`config.mk`:
```
export PLATFORM = sky130hd
export DESIGN_NAME = mxint8_block_quantizer
export DESIGN_NICKNAME = d
export VERILOG_FILES = /design/src/rtl/mxint8_block_quantizer.sv
export SDC_FILE = /design/constraint.sdc
export NUM_CORES = 2
export LEC_CHECK = 0
export BUFFER_PORTS_ARGS = -buffer_cell sky130_fd_sc_hd__buf_4
export CAP_MARGIN = 10
export CORE_ASPECT_RATIO = 1.5
export CORE_MARGIN = 4
export CORE_UTILIZATION = 25
export DETAILED_ROUTE_END_ITERATION = 16
export GPL_TIMING_DRIVEN = 0
export PLACE_DENSITY_LB_ADDON = 0.15
export SLEW_MARGIN = 20
export SYNTH_ARGS = -nofsm -noshare
export SYNTH_HDL_FRONTEND = slang
export SYNTH_SLANG_ARGS = --single-unit
```
`constraint.sdc`:
```
create_clock -name clk -period 19.95 [get_ports clk]
set_input_delay 3.99 -clock clk [delete_from_list [all_inputs] [get_ports clk]]
set_output_delay 3.99 -clock clk [all_outputs]
set_load 0.05 [all_outputs]
```
`src/rtl/mxint8_block_quantizer.sv`:
```
// Streaming FP32 -> MXINT8 block quantizer: ping-pong fills BLOCK_SIZE floats,
// derives a shared E8M0 scale, then emits one rounded INT8 element per cycle.
module mxint8_block_quantizer #(
  parameter int unsigned BLOCK_SIZE = 32
) (
  input  logic        clk,
  input  logic        rst_n,
  input  logic [31:0] float32_i,
  input  logic        data_valid_i,
  output logic [7:0]  scale_o,
  output logic [7:0]  element_o,
  output logic        out_valid_o,
  output logic        block_last_o
);

  localparam int unsigned IDX_W    = (BLOCK_SIZE > 1) ? $clog2(BLOCK_SIZE) : 1;
  localparam int unsigned EXT_W    = 56;
  localparam int unsigned SHIFT_W  = 10;
  localparam logic [IDX_W-1:0] LAST_IDX = IDX_W'(BLOCK_SIZE - 1);

  typedef enum logic {S_IDLE, S_EMIT} state_t;

  logic [31:0]      r_bank [2][BLOCK_SIZE];

  logic             r_fill_bank;
  logic [IDX_W-1:0] r_fill_idx;
  logic [7:0]       r_fill_max;
  logic             r_fill_nan;

  state_t           r_state;
  logic             r_emit_bank;
  logic [IDX_W-1:0] r_emit_idx;
  logic [7:0]       r_emit_scale;

  logic [7:0]       r_scale;
  logic [7:0]       r_element;
  logic             r_out_valid;
  logic             r_block_last;

  // Fill-side max/NaN fold, including the element arriving this cycle
  logic [7:0] w_in_exp;
  logic [7:0] w_fold_max;
  logic       w_fold_nan;
  logic       w_fill_done;
  logic [7:0] w_new_scale;

  assign w_in_exp    = float32_i[30:23];
  assign w_fold_max  = (w_in_exp > r_fill_max) ? w_in_exp : r_fill_max;
  assign w_fold_nan  = r_fill_nan | (w_in_exp == 8'hFF);
  assign w_fill_done = data_valid_i && (r_fill_idx == LAST_IDX);
  assign w_new_scale = w_fold_nan ? 8'hFF : w_fold_max;

  // Element datapath: align significand to the shared scale, round half-even
  logic [31:0]        w_elem_in;
  logic [7:0]         w_e;
  logic [7:0]         w_e_eff;
  logic [23:0]        w_sig;
  logic [SHIFT_W-1:0] w_shift_full;
  logic [4:0]         w_shift;
  logic [EXT_W-1:0]   w_ext;
  logic [23:0]        w_mag;
  logic               w_guard;
  logic               w_sticky;
  logic               w_round_up;
  logic [24:0]        w_rnd;
  logic [6:0]         w_clamp;
  logic [7:0]         w_element;

  assign w_elem_in    = r_bank[r_emit_bank][r_emit_idx];
  assign w_e          = w_elem_in[30:23];
  assign w_e_eff      = (w_e == 8'd0) ? 8'd1 : w_e;
  assign w_sig        = {(w_e != 8'd0), w_elem_in[22:0]};
  assign w_shift_full = SHIFT_W'(17) + SHIFT_W'(r_emit_scale) - SHIFT_W'(w_e_eff);
  assign w_shift      = (w_shift_full >= SHIFT_W'(31)) ? 5'd31 : w_shift_full[4:0];
  assign w_ext        = {w_sig, 32'd0} >> w_shift;
  assign w_mag        = w_ext[55:32];
  assign w_guard      = w_ext[31];
  assign w_sticky     = |w_ext[30:0];
  assign w_round_up   = w_guard & (w_sticky | w_mag[0]);
  assign w_rnd        = {1'b0, w_mag} + 25'(w_round_up);
  assign w_clamp      = (w_rnd > 25'd127) ? 7'd127 : w_rnd[6:0];

  always_comb begin
    w_element = {1'b0, w_clamp};
    if (r_emit_scale == 8'hFF) begin
      w_element = 8'h00;
    end else if (w_elem_in[31]) begin
      w_element = 8'h00 - {1'b0, w_clamp};
    end
  end

  // Bank storage carries no reset; validity is tracked by the pointers
  always_ff @(posedge clk) begin
    if (data_valid_i) begin
      r_bank[r_fill_bank][r_fill_idx] <= float32_i;
    end
  end

  // Fill pointer and per-bank max exponent / NaN tracking
  always_ff @(posedge clk or negedge rst_n) begin
    if (!rst_n) begin
      r_fill_bank <= 1'b0;
      r_fill_idx  <= '0;
      r_fill_max  <= 8'h00;
      r_fill_nan  <= 1'b0;
    end else if (data_valid_i) begin
      if (w_fill_done) begin
        r_fill_idx  <= '0;
        r_fill_bank <= ~r_fill_bank;
        r_fill_max  <= 8'h00;
        r_fill_nan  <= 1'b0;
      end else begin
        r_fill_idx  <= r_fill_idx + IDX_W'(1);
        r_fill_max  <= w_fold_max;
        r_fill_nan  <= w_fold_nan;
      end
    end
  end

  // Emitter FSM with registered outputs; a hand-off on the final cycle chains blocks
  always_ff @(posedge clk or negedge rst_n) begin
    if (!rst_n) begin
      r_state      <= S_IDLE;
      r_emit_bank  <= 1'b0;
      r_emit_idx   <= '0;
      r_emit_scale <= 8'h00;
      r_scale      <= 8'h00;
      r_element    <= 8'h00;
      r_out_valid  <= 1'b0;
      r_block_last <= 1'b0;
    end else begin
      case (r_state)
        S_IDLE: begin
          r_out_valid  <= 1'b0;
          r_block_last <= 1'b0;
          if (w_fill_done) begin
            r_state      <= S_EMIT;
            r_emit_bank  <= r_fill_bank;
            r_emit_idx   <= '0;
            r_emit_scale <= w_new_scale;
          end
        end
        S_EMIT: begin
          r_out_valid  <= 1'b1;
          r_element    <= w_element;
          r_scale      <= r_emit_scale;
          r_block_last <= (r_emit_idx == LAST_IDX);
          if (r_emit_idx == LAST_IDX) begin
            r_emit_idx <= '0;
            if (w_fill_done) begin
              r_emit_bank  <= r_fill_bank;
              r_emit_scale <= w_new_scale;
            end else begin
              r_state <= S_IDLE;
            end
          end else begin
            r_emit_idx <= r_emit_idx + IDX_W'(1);
          end
        end
        default: r_state <= S_IDLE;
      endcase
    end
  end

  assign scale_o      = r_scale;
  assign element_o    = r_element;
  assign out_valid_o  = r_out_valid;
  assign block_last_o = r_block_last;

endmodule

```
======== Word level (Yosys, flattened, before mapping) ========
Memory sizes are Yosys's and may differ from the RTL's.
Cells that the tools add are included.
cells by class
  add/sub/neg operators ................... 6
  $lt $le $gt $ge ......................... 6
  equality and inequality tests ........... 6
  shifts and indexed selects .............. 1
  multiplexer cells ....................... 31
  bitwise gates (word level) .............. 7
  reduce and logical (&&, ||, !) cells .... 6
operators with widths
  kind                                                                                  number
  1024-bit 2-to-1 mux                                                                   1
  32-bit binary-select mux with 5-bit select                                            1
  32-bit demux with 5-bit select                                                        1
  32-bit 2-to-1 mux                                                                     3
  8-bit 2-to-1 mux                                                                      8
  56-bit by 5-bit >> shifter with 56-bit output                                         1
  31-bit OR reduction                                                                   1
  24-bit by 1-bit adder with 25-bit output                                              1
  25-bit by 7-bit greater-than comparator with 1-bit output, second input constant      1
  5-bit 2-to-1 mux                                                                      4
  8-bit == test, second input constant                                                  2
  8-bit case mux with 2 select lines                                                    1
  6-bit greater-or-equal comparator, second input constant                              2
  5-bit NOT with 6-bit output                                                           2
  5-bit by 1-bit adder with 5-bit output, second input constant                         2
  5-bit == test, second input constant                                                  2
  10-bit by 5-bit greater-or-equal comparator with 1-bit output, second input constant  1
  5-bit case mux with 2 select lines                                                    1
  9-bit by 8-bit subtractor with 10-bit output                                          1
  5-bit by 8-bit adder with 9-bit output, first input constant                          1
  8-bit greater-than comparator                                                         1
  8-bit logical NOT                                                                     1
  1-bit case mux with 2 select lines                                                    4
  8-bit nonzero test                                                                    1
  other kinds (11)                                                                      19
storage, ports and cells
  register bits ........................... 48
  bits in writable memories ............... 2048
  bits of input ports ..................... 35
  word-level logic and storage cells ...... 76
  memories ................................ 1
memory list
  memory  words  width  read ports  clocked after Yosys merged registers in  write ports  RTL line  text
  r_bank  2      1024   1           0                                        1            23        logic [31:0] r_bank [2][BLOCK_SIZE];

======== Longest topological paths before layout ========
  word-level depth ........................ 19
  gate-level depth with buffers ........... 37
  gate-level depth less buffers ........... 30

======== Worst setup path before layout ========
OpenSTA, ideal clock, no wires.
  path kind ............................... register to register
  start point ............................. reg r_emit_bank
  end point ............................... reg r_element[7], in the netlist element_o[7]
  data arrival time ....................... 8.202 ns
  required time ........................... 19.828 ns
  path slack .............................. 11.626 ns
  stages on the path, launching flop included .. 35
  path buffers ............................ 5
  period minus slack after synthesis ...... 8.324 ns
  cell sequence ........................... dfrtp_1 -> buf_6 -> buf_12 -> buf_4 -> mux4_2 -> a2bb2oi_1 -> a211oi_1 -> o22ai_1 -> nor4_1 -> o22ai_1 -> ha_1 -> ha_1 -> inv_1 -> fa_1 -> nor2b_1 -> nand3_1 -> or3b_2 -> o211ai_1 -> clkbuf_1 -> clkbuf_1 -> o21ai_0 -> and2_1 -> a32o_1 -> nor4_1 -> o22ai_1 -> ha_1 -> and3_1 -> a32oi_1 -> or3_1 -> nand4bb_1 -> mux2_1 -> or4_4 -> nor4b_4 -> nand4_1 -> a32o_1
on the way
  cells in the longest elaborated chain, start to end .. 19
RTL lines
  item                                                           RTL line  text
  from (decl)                                                    31        logic r_emit_bank;
  from (signal assigned)                                         138       r_emit_bank <= r_fill_bank;
  from (signal assigned)                                         151       r_emit_bank <= r_fill_bank;
  memory 2 x 1024 bit *                                          --
  32-bit binary-select mux with 5-bit select *                   69        assign w_elem_in = r_bank[r_emit_bank][r_emit_idx];
  32-bit 2-to-1 mux (implied by the code) * (2 in a row)         69
  8-bit logical NOT                                              71        assign w_e_eff = (w_e == 8'd0) ? 8'd1 : w_e;
  8-bit 2-to-1 mux                                               71
  9-bit by 8-bit subtractor with 10-bit output                   73        assign w_shift_full = SHIFT_W'(17) + SHIFT_W'(r_emit_scale) - SHIFT_W'(w_e_eff);
  10-bit by 5-bit greater-or-equal comparator with 1-bit output  74        assign w_shift = (w_shift_full >= SHIFT_W'(31)) ? 5'd31 : w_shift_full[4:0];
  5-bit 2-to-1 mux                                               74
  (+2 left out)                                                  --
  1-bit OR                                                       79        assign w_round_up = w_guard & (w_sticky | w_mag[0]);
  1-bit AND                                                      79
  24-bit by 1-bit adder with 25-bit output                       80        assign w_rnd = {1'b0, w_mag} + 25'(w_round_up);
  25-bit by 7-bit greater-than comparator with 1-bit output      81        assign w_clamp = (w_rnd > 25'd127) ? 7'd127 : w_rnd[6:0];
  7-bit 2-to-1 mux                                               81
  1-bit by 7-bit subtractor with 8-bit output                    88        w_element = 8'h00 - {1'b0, w_clamp};
  8-bit 2-to-1 mux *                                             87        end else if (w_elem_in[31]) begin
  8-bit 2-to-1 mux *                                             85        if (r_emit_scale == 8'hFF) begin
  to (signal assigned)                                           145       r_element <= w_element;
  to (decl)                                                      36        logic [7:0] r_element;
Every way passes the cells marked *; elsewhere a longest branch is shown, timed or not. The select of a mux whose other input is x is not followed.
A chain may end at the register's enable or synchronous reset.

======== Worst setup path in the final report ========
  start point ............................. reg r_emit_idx[2]
  end point ............................... reg r_element[2], in the netlist element_o[2]
on the way
  cells in the longest elaborated chain, start to end .. 19
RTL lines
  item                                                           RTL line  text
  from (decl)                                                    32        logic [IDX_W-1:0] r_emit_idx;
  from (signal assigned)                                         157       r_emit_idx <= r_emit_idx + IDX_W'(1);
  5-bit NOT with 6-bit output (implied by the code) *            69
  32-bit binary-select mux with 5-bit select *                   69
  32-bit 2-to-1 mux (implied by the code) * (2 in a row)         69
  8-bit logical NOT                                              71
  8-bit 2-to-1 mux                                               71
  9-bit by 8-bit subtractor with 10-bit output                   73
  10-bit by 5-bit greater-or-equal comparator with 1-bit output  74
  5-bit 2-to-1 mux                                               74
  (+2 left out)                                                  --
  1-bit OR                                                       79
  1-bit AND                                                      79
  24-bit by 1-bit adder with 25-bit output                       80
  25-bit by 7-bit greater-than comparator with 1-bit output      81
  7-bit 2-to-1 mux                                               81
  1-bit by 7-bit subtractor with 8-bit output                    88
  8-bit 2-to-1 mux *                                             87
  8-bit 2-to-1 mux *                                             85
Marks and branches as above.

==> summary.md <==
| Metric | Value |
|---|---|
| Worst setup EP type | `flop` |
| Clk buf depth | `4` |
| Final worst-path cycle share | `63.54%` |
| Layout cells sized above 1 | `23.46%` |
| Post-synthesis mux area share | `14.00%` |
| Syn Inst Count | `4583` |
| HP Class | `reg -> reg` |
| Post-CTS setup buffer count | `0` |
| Die W | `485.9 um` |
| Largest net degree at the start of global routing | `69` |
| Setup_tns | `0 ps` |
| Gr usage total | `21.62%` |
| CP Launch Type | `flop` |
| Sequential Power Share | `35.1%` |
| DIE AREA | `352300 um^2` |
| Placeable Area | `341600 um^2` |
| Max Clock Freq | `0.07889 GHz` |
| Clk pwr share | `27.3%` |
| Max_slew headroom | `16.13%` |
| IO buf count | `52` |
| Critical Path Sink | `element_o[2]$_DFFE_PN0P_` |
| LEAKAGE | `31.92 nW` |
| Drt drc | `0` |
| Crit path max-delay cell type | `a211oi_1` |
| Via density | `5.159` |
| Max cap viols | `0` |
| Peak fanout along the critical path | `10` |
| Iteration-0 DRC count of the detailed router | `5508` |
| Seq cells post-synth | `2096` |
| Worst Path Arrival | `13440 ps` |
| Vias in the first global route | `50530` |
| Post-cts gate resize count | `0` |
| Post-synth ARST share | `2.290%` |
| Final Hold Viols | `0` |
| Critical path type | `reg -> reg` |
| Max Slew Vio Count | `0` |
| Layout Nets | `5174` |
| # clock sinks | `2096` |
| Finished Layout Cells | `9771` |
| Post-synth EDFFs | `2048` |
| Seq/Total Area, Yosys | `73.20%` |
| R2R setup slack | `7270 ps` |
| Total CTS buffers | `209` |
| Detailed placement HPWL | `286.2 mm` |
| PwrDens | `139.2 nW/um^2` |
| Yosys cell types | `103` |
| P_sw | `5.710 mW` |
| R2R cell count | `33` |
| Min Tclk post-route | `12680 ps` |
| H-tree Lvls | `4` |
| Int Power | `8.747 mW` |
| DR WL/cell | `40.11 um` |
| Syn Area/Cell | `18.69 um^2` |
| Initial core utilization | `25.08%` |
| RSZ-0062 raised after global routing | `false` |
| CP required | `20710 ps` |
| Die Span Y | `724.9 um` |
| Number of endpoints failing setup at the final stage | `0` |
| WHS Path Cells | `1` |
| Total grt overflow | `0` |
| Primary FF master, synth | `edfxtp_1` |
| Critical Path Start | `r_emit_idx[2]$_DFFE_PN0P_` |
| Global-route wire length before repair | `508.9 mm` |
| Gate power share | `37.7%` |
| Post-DRT Antenna Nets | `0` |
| Tot Pwr | `14.46 mW` |
| Synth Area in XOR/XNOR | `0.1431%` |
| Share of the synthesized area in the top cell type | `71.79%` |
| Latest clock arrival within the worst-skew pair | `890 ps` |
| Adder-cell share of the synthesized area | `0.4995%` |
| CTS Root Buffer Type | `clkbuf_16` |
| Drt total wl | `391.9 mm` |
| RR Startpoint | `r_emit_idx[2]$_DFFE_PN0P_` |
| Compound-gate portion of the synthesized area | `6.075%` |
| Status | `complete, no violations` |
| CTS tree | `yes` |
| Vias | `50410` |
| RePlAce Congestion | `0.8203` |
| Boundary Pins | `53` |
| Ys Warns | `0` |
| Mapped cell area | `85660 um^2` |
| Slowest cell delay on critical path | `950 ps` |
| Worst-Margin Slew | `1258 ps` |
| Inst Count DP | `9400` |
| Largest cells by area after synthesis | `edfxtp_1, mux4_2, mux2i_1` |
| Antenna violations before repair | `20` |
| Filler instances | `33280` |
| Count leader, synth | `edfxtp_1` |
| Sw Share | `39.50%` |
| Num rows | `263` |
| Post-Syn Nets | `4651` |
| Number of hold buffers added after CTS | `0` |
| Initial DRT Pass Iterations | `5` |
| Worst r2r dst | `element_o[2]$_DFFE_PN0P_` |
| Yosys top cell by area | `edfxtp_1` |
| Worst Skew | `63.07 ps` |
| Simple-gate share of the synthesized area | `3.618%` |
| Most used cell, CP | `clkbuf_1` |
| Post-synth top cells | `edfxtp_1, mux2i_1, mux4_2` |
| Area delta synth->final | `21.29%` |
| Worst VDD drop | `0.1637 mV` |
| Clock slew at reported path FFs | `70 ps` |
| Main combinational cell family by area after synthesis | `multiplexers` |
-- per-layer routing --
metal  GRT usage (%)  routed length (um)  up-vias
met4           8.372               17790       16
met1           25.36              148800    27950
li1                -                   -    20040
met5               0                 103        -
met2           40.24              208700     1826
met3           2.260               16560      574
-- through the flow --
stage / area, um^2 / utilization [%] / hold slack, ps / worst slack, ps
floorplan: 85660 / - / 438.6 / 11630
global placement: 91690 / 26.84 / 499.6 / 1092
detailed placement: 97380 / 28.51 / 494.0 / 7308
CTS: 103900 / 30.41 / 507.1 / 7290
global route: 103900 / 30.41 / 541.1 / 7042
finish: 103900 / 30.42 / 507.1 / 7274
-- layout by cell type (no fill, tap or decap), types with 103 or more instances in the layout --
master and n:
clkbuf_1 125, buf_12 137, mux4_2 297, a21oi_1 134, nor2_1 103, edfxtp_1 2048
clkbuf_16 212, nand2_1 154, buf_4 117, mux2i_1 432
-- cells by family after synthesis --
logic type / count (synthesis)
flops: 2096
mux: 800
compound gates: 714
simple gates: 622
buf+inv: 304
fa+ha+maj: 33
xor+xnor: 14
-- worst max-delay path, delay by kind of cell, from the launching register on --
kind                       cells  cell delay, ps
muxes                          1             330
buffers and inverters          5            2120
AOI/OAI and AO/OA              9            3220
and+or+nand+nor               14            5190
adders and majority gates      4            1310
DFF                            1             380
-- power groups by stage --
| stage | Combinational (mW) | Clock [mW] | Sequential (mW) |
|---|---|---|---|
| 2_1_floorplan | 2.71 | 0 | 5.16 |
| 3_3_place_gp | 5.28 | 0 | 5.18 |
| 3_5_place_dp | 5.45 | 0 | 5.16 |
| 4_1_cts | 5.46 | 4.01 | 5.07 |
| 5_1_grt | 5.59 | 4.17 | 5.08 |
| 6_report | 5.44 | 3.94 | 5.07 |
-- sequential cells by signal, summed over array words and instances, names as in the netlist --
signal,flops
r_emit_idx,5
r_fill_idx,5
r_emit_scale,8
out_valid_o,1
r_fill_bank,1
scale_o,8
element_o,8
r_bank,2048
r_emit_bank,1
block_last_o,1
r_fill_nan,1
r_fill_max,8
r_state,1
-- worst min-delay path by stage --
| stage | startpoint | endpoint |
|---|---|---|
| 3_3_place_gp | scale_o[0]$_DFFE_PN0P_ | scale_o[0]$_DFFE_PN0P_ |
| 3_5_place_dp | element_o[7]$_DFFE_PN0P_ | element_o[7]$_DFFE_PN0P_ |
| 5_1_grt | scale_o[5]$_DFFE_PN0P_ | scale_o[5]$_DFFE_PN0P_ |
| 4_1_cts | element_o[7]$_DFFE_PN0P_ | element_o[7]$_DFFE_PN0P_ |
| 6_report | element_o[7]$_DFFE_PN0P_ | element_o[7]$_DFFE_PN0P_ |
| 2_1_floorplan | r_state$_DFF_PN0_ | out_valid_o$_DFF_PN0_ |
-- layout make-up --
cell class / count / area (um^2) / area share (%)
repair buffers: 312 / 5460 / 5.256
multi-input cells: 2183 / 21420 / 20.62
plain buffers: 267 / 2024 / 1.949
clock inverters: 110 / 1011 / 0.9731
diodes: 7 / 17.52 / 0.01686
well taps: 4505 / 5637 / 5.425
clock buffers: 254 / 5483 / 5.277
flip-flops and latches: 2096 / 62700 / 60.35
inverters: 37 / 138.9 / 0.1337
Note: power is estimated with default switching activity, not from simulation.
